===== src/rtl/axi4l_gpio_pkg.sv =====
// Shared register-map constants, response codes and index helpers for the
// AXI4-Lite GPIO slave.
package axi4l_gpio_pkg;

    typedef logic [2:0] reg_idx_t;

    localparam reg_idx_t IDX_DATA_OUT   = 3'd0;
    localparam reg_idx_t IDX_DIR        = 3'd1;
    localparam reg_idx_t IDX_DATA_IN    = 3'd2;
    localparam reg_idx_t IDX_INT_STATUS = 3'd3;
    localparam reg_idx_t IDX_INT_MASK   = 3'd4;

    localparam logic [1:0] RESP_OKAY   = 2'b00;
    localparam logic [1:0] RESP_SLVERR = 2'b10;

    // Indices 5..7 are undecoded and answer with SLVERR.
    function automatic logic idx_decoded(input reg_idx_t idx);
        return idx <= IDX_INT_MASK;
    endfunction

endpackage


===== src/rtl/gpio_sync.sv =====
// Two-flop synchroniser for asynchronous GPIO pins, plus a one-cycle pulse
// on every rising edge of the synchronised value.
module gpio_sync #(
    parameter int WIDTH = 32
) (
    input  logic             clk_i,
    input  logic             rst_ni,
    input  logic [WIDTH-1:0] d_i,
    output logic [WIDTH-1:0] q_o,
    output logic [WIDTH-1:0] rise_o
);

    logic [WIDTH-1:0] meta_q;
    logic [WIDTH-1:0] sync_q;
    logic [WIDTH-1:0] prev_q;

    always_ff @(posedge clk_i or negedge rst_ni) begin
        if (!rst_ni) begin
            meta_q <= '0;
            sync_q <= '0;
            prev_q <= '0;
        end else begin
            meta_q <= d_i;
            sync_q <= meta_q;
            prev_q <= sync_q;
        end
    end

    assign q_o    = sync_q;
    assign rise_o = sync_q & ~prev_q;

endmodule


===== src/rtl/axi4l_gpio_slave.sv =====
// AXI4-Lite GPIO register slave (DATA_OUT, DIR, DATA_IN, INT_STATUS, INT_MASK).
// Define GPIO_IRQ_EN to build the rising-edge interrupt unit.
module axi4l_gpio_slave
    import axi4l_gpio_pkg::*;
#(
    parameter int ADDR_WIDTH = 32,
    parameter int DATA_WIDTH = 32,
    parameter int GPIO_WIDTH = 32
) (
    input  logic                    clk_i,
    input  logic                    rst_ni,
    input  logic [ADDR_WIDTH-1:0]   awaddr_i,
    input  logic                    awvalid_i,
    output logic                    awready_o,
    input  logic [DATA_WIDTH-1:0]   wdata_i,
    input  logic [DATA_WIDTH/8-1:0] wstrb_i,
    input  logic                    wvalid_i,
    output logic                    wready_o,
    output logic [1:0]              bresp_o,
    output logic                    bvalid_o,
    input  logic                    bready_i,
    input  logic [ADDR_WIDTH-1:0]   araddr_i,
    input  logic                    arvalid_i,
    output logic                    arready_o,
    output logic [DATA_WIDTH-1:0]   rdata_o,
    output logic [1:0]              rresp_o,
    output logic                    rvalid_o,
    input  logic                    rready_i,
    input  logic [GPIO_WIDTH-1:0]   gpio_in_i,
    output logic [GPIO_WIDTH-1:0]   gpio_out_o,
    output logic [GPIO_WIDTH-1:0]   gpio_oe_o,
    output logic                    irq_o
);

    localparam int STRB_WIDTH = DATA_WIDTH / 8;

    logic                  live_q;
    logic                  aw_held_q;
    reg_idx_t              aw_idx_q;
    logic                  w_held_q;
    logic [DATA_WIDTH-1:0] wdata_q;
    logic [STRB_WIDTH-1:0] wstrb_q;
    logic                  bvalid_q;
    logic [1:0]            bresp_q;
    logic                  rvalid_q;
    logic [1:0]            rresp_q;
    logic [DATA_WIDTH-1:0] rdata_q;
    logic [GPIO_WIDTH-1:0] data_out_q, data_out_d;
    logic [GPIO_WIDTH-1:0] dir_q, dir_d;

    logic                  aw_hs, w_hs, b_hs, ar_hs, r_hs, wr_fire;
    reg_idx_t              wr_idx, rd_idx;
    logic [DATA_WIDTH-1:0] wr_data, wr_mask, rd_data;
    logic [STRB_WIDTH-1:0] wr_strb;
    logic [GPIO_WIDTH-1:0] gpio_wdata, gpio_mask;
    logic [GPIO_WIDTH-1:0] data_in, gpio_rise;
    logic                  unused_bits;

    gpio_sync #(.WIDTH(GPIO_WIDTH)) u_sync (
        .clk_i  (clk_i),
        .rst_ni (rst_ni),
        .d_i    (gpio_in_i),
        .q_o    (data_in),
        .rise_o (gpio_rise)
    );

    // live_q keeps every READY low until the first edge after reset release.
    assign awready_o = live_q & ~aw_held_q & ~bvalid_q;
    assign wready_o  = live_q & ~w_held_q & ~bvalid_q;
    assign arready_o = live_q & ~rvalid_q;

    assign aw_hs = awvalid_i & awready_o;
    assign w_hs  = wvalid_i & wready_o;
    assign b_hs  = bvalid_q & bready_i;
    assign ar_hs = arvalid_i & arready_o;
    assign r_hs  = rvalid_q & rready_i;

    assign wr_idx  = aw_held_q ? aw_idx_q : awaddr_i[4:2];
    assign wr_data = w_held_q ? wdata_q : wdata_i;
    assign wr_strb = w_held_q ? wstrb_q : wstrb_i;
    assign wr_fire = (aw_held_q | aw_hs) & (w_held_q | w_hs) & ~bvalid_q;
    assign rd_idx  = araddr_i[4:2];

    always_comb begin
        wr_mask = '0;
        for (int b = 0; b < STRB_WIDTH; b++) begin
            wr_mask[b*8 +: 8] = {8{wr_strb[b]}};
        end
    end

    assign gpio_wdata = wr_data[GPIO_WIDTH-1:0];
    assign gpio_mask  = wr_mask[GPIO_WIDTH-1:0];

    // Holding registers stay occupied while the response is outstanding.
    always_ff @(posedge clk_i or negedge rst_ni) begin
        if (!rst_ni) begin
            live_q    <= 1'b0;
            aw_held_q <= 1'b0;
            aw_idx_q  <= '0;
            w_held_q  <= 1'b0;
            wdata_q   <= '0;
            wstrb_q   <= '0;
            bvalid_q  <= 1'b0;
            bresp_q   <= RESP_OKAY;
        end else begin
            live_q <= 1'b1;
            if (b_hs) begin
                aw_held_q <= 1'b0;
                w_held_q  <= 1'b0;
            end else begin
                if (aw_hs) begin
                    aw_held_q <= 1'b1;
                    aw_idx_q  <= awaddr_i[4:2];
                end
                if (w_hs) begin
                    w_held_q <= 1'b1;
                    wdata_q  <= wdata_i;
                    wstrb_q  <= wstrb_i;
                end
            end
            if (wr_fire) begin
                bvalid_q <= 1'b1;
                bresp_q  <= idx_decoded(wr_idx) ? RESP_OKAY : RESP_SLVERR;
            end else if (b_hs) begin
                bvalid_q <= 1'b0;
            end
        end
    end

    always_comb begin
        data_out_d = data_out_q;
        dir_d      = dir_q;
        if (wr_fire) begin
            case (wr_idx)
                IDX_DATA_OUT: data_out_d = (data_out_q & ~gpio_mask) | (gpio_wdata & gpio_mask);
                IDX_DIR:      dir_d      = (dir_q & ~gpio_mask) | (gpio_wdata & gpio_mask);
                default:      ;
            endcase
        end
    end

    always_ff @(posedge clk_i or negedge rst_ni) begin
        if (!rst_ni) begin
            data_out_q <= '0;
            dir_q      <= '0;
        end else begin
            data_out_q <= data_out_d;
            dir_q      <= dir_d;
        end
    end

`ifdef GPIO_IRQ_EN
    logic [GPIO_WIDTH-1:0] int_status_q, int_status_d;
    logic [GPIO_WIDTH-1:0] int_mask_q, int_mask_d;
    logic                  irq_q;

    // A new edge is OR-ed in after the W1C clear, so a coincident set wins.
    always_comb begin
        int_status_d = int_status_q;
        int_mask_d   = int_mask_q;
        if (wr_fire && wr_idx == IDX_INT_STATUS) begin
            int_status_d = int_status_q & ~(gpio_wdata & gpio_mask);
        end
        if (wr_fire && wr_idx == IDX_INT_MASK) begin
            int_mask_d = (int_mask_q & ~gpio_mask) | (gpio_wdata & gpio_mask);
        end
        int_status_d = int_status_d | gpio_rise;
    end

    always_ff @(posedge clk_i or negedge rst_ni) begin
        if (!rst_ni) begin
            int_status_q <= '0;
            int_mask_q   <= '0;
            irq_q        <= 1'b0;
        end else begin
            int_status_q <= int_status_d;
            int_mask_q   <= int_mask_d;
            irq_q        <= |(int_status_q & int_mask_q);
        end
    end

    assign irq_o = irq_q;
`else
    assign irq_o = 1'b0;
`endif

    always_comb begin
        rd_data = '0;
        case (rd_idx)
            IDX_DATA_OUT:   rd_data = DATA_WIDTH'(data_out_q);
            IDX_DIR:        rd_data = DATA_WIDTH'(dir_q);
            IDX_DATA_IN:    rd_data = DATA_WIDTH'(data_in);
`ifdef GPIO_IRQ_EN
            IDX_INT_STATUS: rd_data = DATA_WIDTH'(int_status_q);
            IDX_INT_MASK:   rd_data = DATA_WIDTH'(int_mask_q);
`endif
            default:        rd_data = '0;
        endcase
    end

    always_ff @(posedge clk_i or negedge rst_ni) begin
        if (!rst_ni) begin
            rvalid_q <= 1'b0;
            rresp_q  <= RESP_OKAY;
            rdata_q  <= '0;
        end else if (ar_hs) begin
            rvalid_q <= 1'b1;
            rresp_q  <= idx_decoded(rd_idx) ? RESP_OKAY : RESP_SLVERR;
            rdata_q  <= rd_data;
        end else if (r_hs) begin
            rvalid_q <= 1'b0;
        end
    end

    assign bvalid_o   = bvalid_q;
    assign bresp_o    = bresp_q;
    assign rvalid_o   = rvalid_q;
    assign rresp_o    = rresp_q;
    assign rdata_o    = rdata_q;
    assign gpio_out_o = data_out_q;
    assign gpio_oe_o  = dir_q;

    assign unused_bits = ^{awaddr_i, araddr_i, wr_data, wr_mask, gpio_rise};

endmodule


===== config.mk =====
export PLATFORM = sky130hd
export DESIGN_NAME = axi4l_gpio_slave
export DESIGN_NICKNAME = d
export VERILOG_FILES = /design/src/rtl/axi4l_gpio_pkg.sv /design/src/rtl/gpio_sync.sv /design/src/rtl/axi4l_gpio_slave.sv
export SDC_FILE = /design/constraint.sdc
export NUM_CORES = 1
export LEC_CHECK = 0
export CAP_MARGIN = 10
export CORE_MARGIN = 2
export CORE_UTILIZATION = 45
export DETAILED_ROUTE_END_ITERATION = 10
export PLACE_DENSITY = 0.82
export REMOVE_ABC_BUFFERS = 1
export SYNTH_ARGS = -nofsm -noshare
export SYNTH_HDL_FRONTEND = slang
export SYNTH_SLANG_ARGS = --single-unit

===== constraint.sdc =====
create_clock -name clk_i -period 3.7 [get_ports clk_i]
set_input_delay 0.555 -clock clk_i [delete_from_list [all_inputs] [get_ports clk_i]]
set_output_delay 0.555 -clock clk_i [all_outputs]
set_load 0.01 [all_outputs]

==> qor.csv <==
stage,metric,value,unit
pwr,pwr-share-seq,41.6,%
clock_tree,clk_pin_slew_worst_paths,0.06,ns
pwr,leakagePower,4.76,nW
setup_path,worst-path-max-fanout,39,
yosys,postSynthAreaPerCell,14.9,um^2
final_layout,syn_to_final_growth,35.4,%
yosys,synthCells,545,
yosys,yosysUniqueCellTypes,24,
route,drtIter0Drc,183,
yosys,synth-edff-count,0,
yosys,ys.flop_type,dfrtp_1,
setup_path,endpoint_kind,primary output,
route,vias_per_cell,5.35,
floorplanning,coreArea,17800,um^2
setup_path,worstSetupStartpointType,register,
route,num_vias,5268,
grt,antenna_found_initial,0,
clock_tree,cts.sinks,206,
place,pre_cts_slack,0.697,ns
clock_tree,cts_buffers,23,
timing,setup_tns,0,ns
clock_tree,post_cts_resized,0,
timing,max_slew.worst_pin.slew,0.996,ns
floorplanning,die_area,19100,um^2
clock_tree,cts_setup_buffers,0,
setup_path,critPathMaxStageDelay,0.54,ns
timing,finalCriticalPeriod,2.61,ns
floorplanning,rows,49,
timing,clock.fmax,383,MHz
pwr,p_comb_share,32.6,%
route,wire_per_inst,20.3,um
pwr,powerDensity,749,nW/um^2
route,postRouteAntennaNets,0,
grt,grt_usage,21.5,%
yosys,async_flop_share,100,%
final_layout,antenna_cells,0,
clock_tree,cts_tree,built,
clock_tree,clkLatencyLatePin,0.50,ns
final_layout,layout-drive-gt1-share,27.0,%
grt,overflow,0,
setup_path,timing.critical_path.buf_inv,2,
setup_path,cp.arrival,2.06,ns
clock_tree,cts_hold_buf,0,
setup_path,cp_data_required_time,3.14,ns
grt,grt_pass1_vias,5954,
pwr,p_sw,0.00245,W
timing,rsz0062_at_grt,no,
timing,drv_slew,0,
final_layout,fillers,1332,
timing,max_slew_margin,33.4,%
route,drc_errors,0,
grt,grt_pass1_wl,32900,um
timing,fin_hold_ws,0.0571,ns
yosys,ys_ff_latch,206,
pwr,intPower,0.00577,W
setup_path,crit_chain,"buf_4, nor2_1, clkdlybuf4s50_1",
yosys,ys_warn_count,0,
route,drt-pass1-iter-count,4,
pwr,irDropWorstVdd,0.000510,V
final_layout,fin_util,61.7,%
floorplanning,fp.dieH,138,um
place,hpwl,13000,um
pwr,clkPwrFrac,25.9,%
route,routed_wl,20000,um
timing,finalClockSkew,0.0132,ns
clock_tree,cts_root_buf,clkbuf_16,
place,portBuffers,183,
floorplanning,io_pins,245,
floorplanning,dieWidth,138,um
setup_path,cp_top_family,buffers and inverters,
grt,grt_max_degree,76,
timing,finalHoldViolCount,0,
timing,fin_ws,1.09,ns
floorplanning,initial_core_util,45.5,%
place,place.gp.congestion,0.782,
status,status,completed,
job,cap_violations,0,
timing,setup_violations,0,
yosys,netlist_area,8100,um^2
yosys,ys_seq_area_share,63.7,%
clock_tree,cts_buffer_depth,3,
pwr,swShare,29.8,%
timing,finalCritPeriodShare,70.7,%
final_layout,nets,882,
setup_path,slowest_stage,buf_4,
setup_path,critPathKind,register to primary output,
min_path,hold_class,primary input to async pin,
clock_tree,htree_levels,1,
[kinds of logic after synthesis]
logic type | count (synthesis) | synth area share [%]
AO/OA/AOI/OAI | 77 | 6.35
multiplexers | 174 | 23.6
AND/OR/NAND/NOR | 54 | 4.47
buffers and inverters | 32 | 1.81
other | 2 | 0.0927
flip-flops | 206 | 63.7
[metal layers]
metal | GRT usage [%] | wire length, um | up-vias
met5 | 0 | 0 | -
met4 | 5.75 | 372 | 0
met3 | 5.13 | 1300 | 36
met2 | 36.0 | 9830 | 174
met1 | 28.3 | 8490 | 2719
li1 | - | - | 2339
[stage by stage]
stage               cells  instance area [um^2]  total power, W
finish                985                 11000         0.00822
global route          985                 11000         0.00866
CTS                   985                 11000         0.00830
floorplan             517                  7970         0.00472
global placement      947                 10300         0.00597
detailed placement    947                 10300         0.00614
[worst paths after layout]
kind	from	end	slack [ns]	cells past startpoint
max	w_held_q	wready_o	1.09	3
min in group clk_i	u_sync.meta_q[20]	u_sync.q_o[20]	0.35	0
max reg2reg	aw_held_q	register	1.27	5
max in group asynchronous	rst_ni	async pin	2.83	2
min	rst_ni	u_sync.meta_q[9]	0.06	1
min reg2reg	u_sync.meta_q[20]	u_sync.q_o[20]	0.35	0
[cell type report]
type                    instances  area (um^2)  share of cell area (%)
clock buffers                  32          639                    5.83
clock inverters                 6         58.8                   0.536
inverters                       2         7.51                  0.0685
multi-input cells             309         2830                    25.8
flip-flops and latches        206         5160                    47.0
well taps                     229          287                    2.61
repair buffers                201         1990                    18.1
[cells in the mapped netlist (3+ instances only)]
cell type	number	area, um^2
clkbuf_1	18	67.6
a22o_1	32	280
nor4_4	8	170
dfrtp_1	206	5150
buf_4	4	30.0
buf_2	3	15.0
nor2_1	5	18.8
nand2_1	34	128
mux2i_1	37	370
o21ai_0	38	190
buf_1	4	15.0
mux2_2	137	1540
a21oi_1	4	20.0
[worst register-to-register path, stage by stage (launching register included)]
cell and delay, ns:
dfrtp_1 0.58, a21oi_1 0.08, or3_1 0.67, nor4_4 0.38
buf_4 0.25, mux2_2 0.36
[power groups by stage]
stage                     clock network (W)  logic (W)  registers (W)
after floorplan                           0    0.00116        0.00355
after global placement                    0    0.00259        0.00338
after detailed placement                  0    0.00270        0.00344
after CTS                           0.00218    0.00271        0.00341
after global routing                0.00228    0.00288        0.00350
final                               0.00213    0.00268        0.00342
[layout by cell type (no fill, tap or decap), drive strengths merged]
| cell | Yosys | final |
|---|---|---|
| o211ai | 1 | 1 |
| conb | 2 | 4 |
| clkbuf | 18 | 33 |
| nor3b | 2 | 2 |
| inv | 2 | 2 |
| nand2 | 34 | 34 |
| mux2 | 137 | 137 |
| nor2b | 2 | 2 |
| bufinv | 0 | 1 |
| buf | 12 | 20 |
| a22o | 32 | 32 |
| or3 | 1 | 1 |
| nor4 | 8 | 8 |
| a21oi | 5 | 5 |
| dfrtp | 206 | 206 |
| nor2 | 5 | 5 |
| mux2i | 37 | 37 |
| a211oi | 1 | 1 |
| clkdlybuf4s50 | 0 | 180 |
| o21ai | 38 | 38 |
| clkinv | 0 | 5 |
| nand2b | 1 | 1 |
| nor3 | 1 | 1 |
Power figures use the tool's default switching activity.
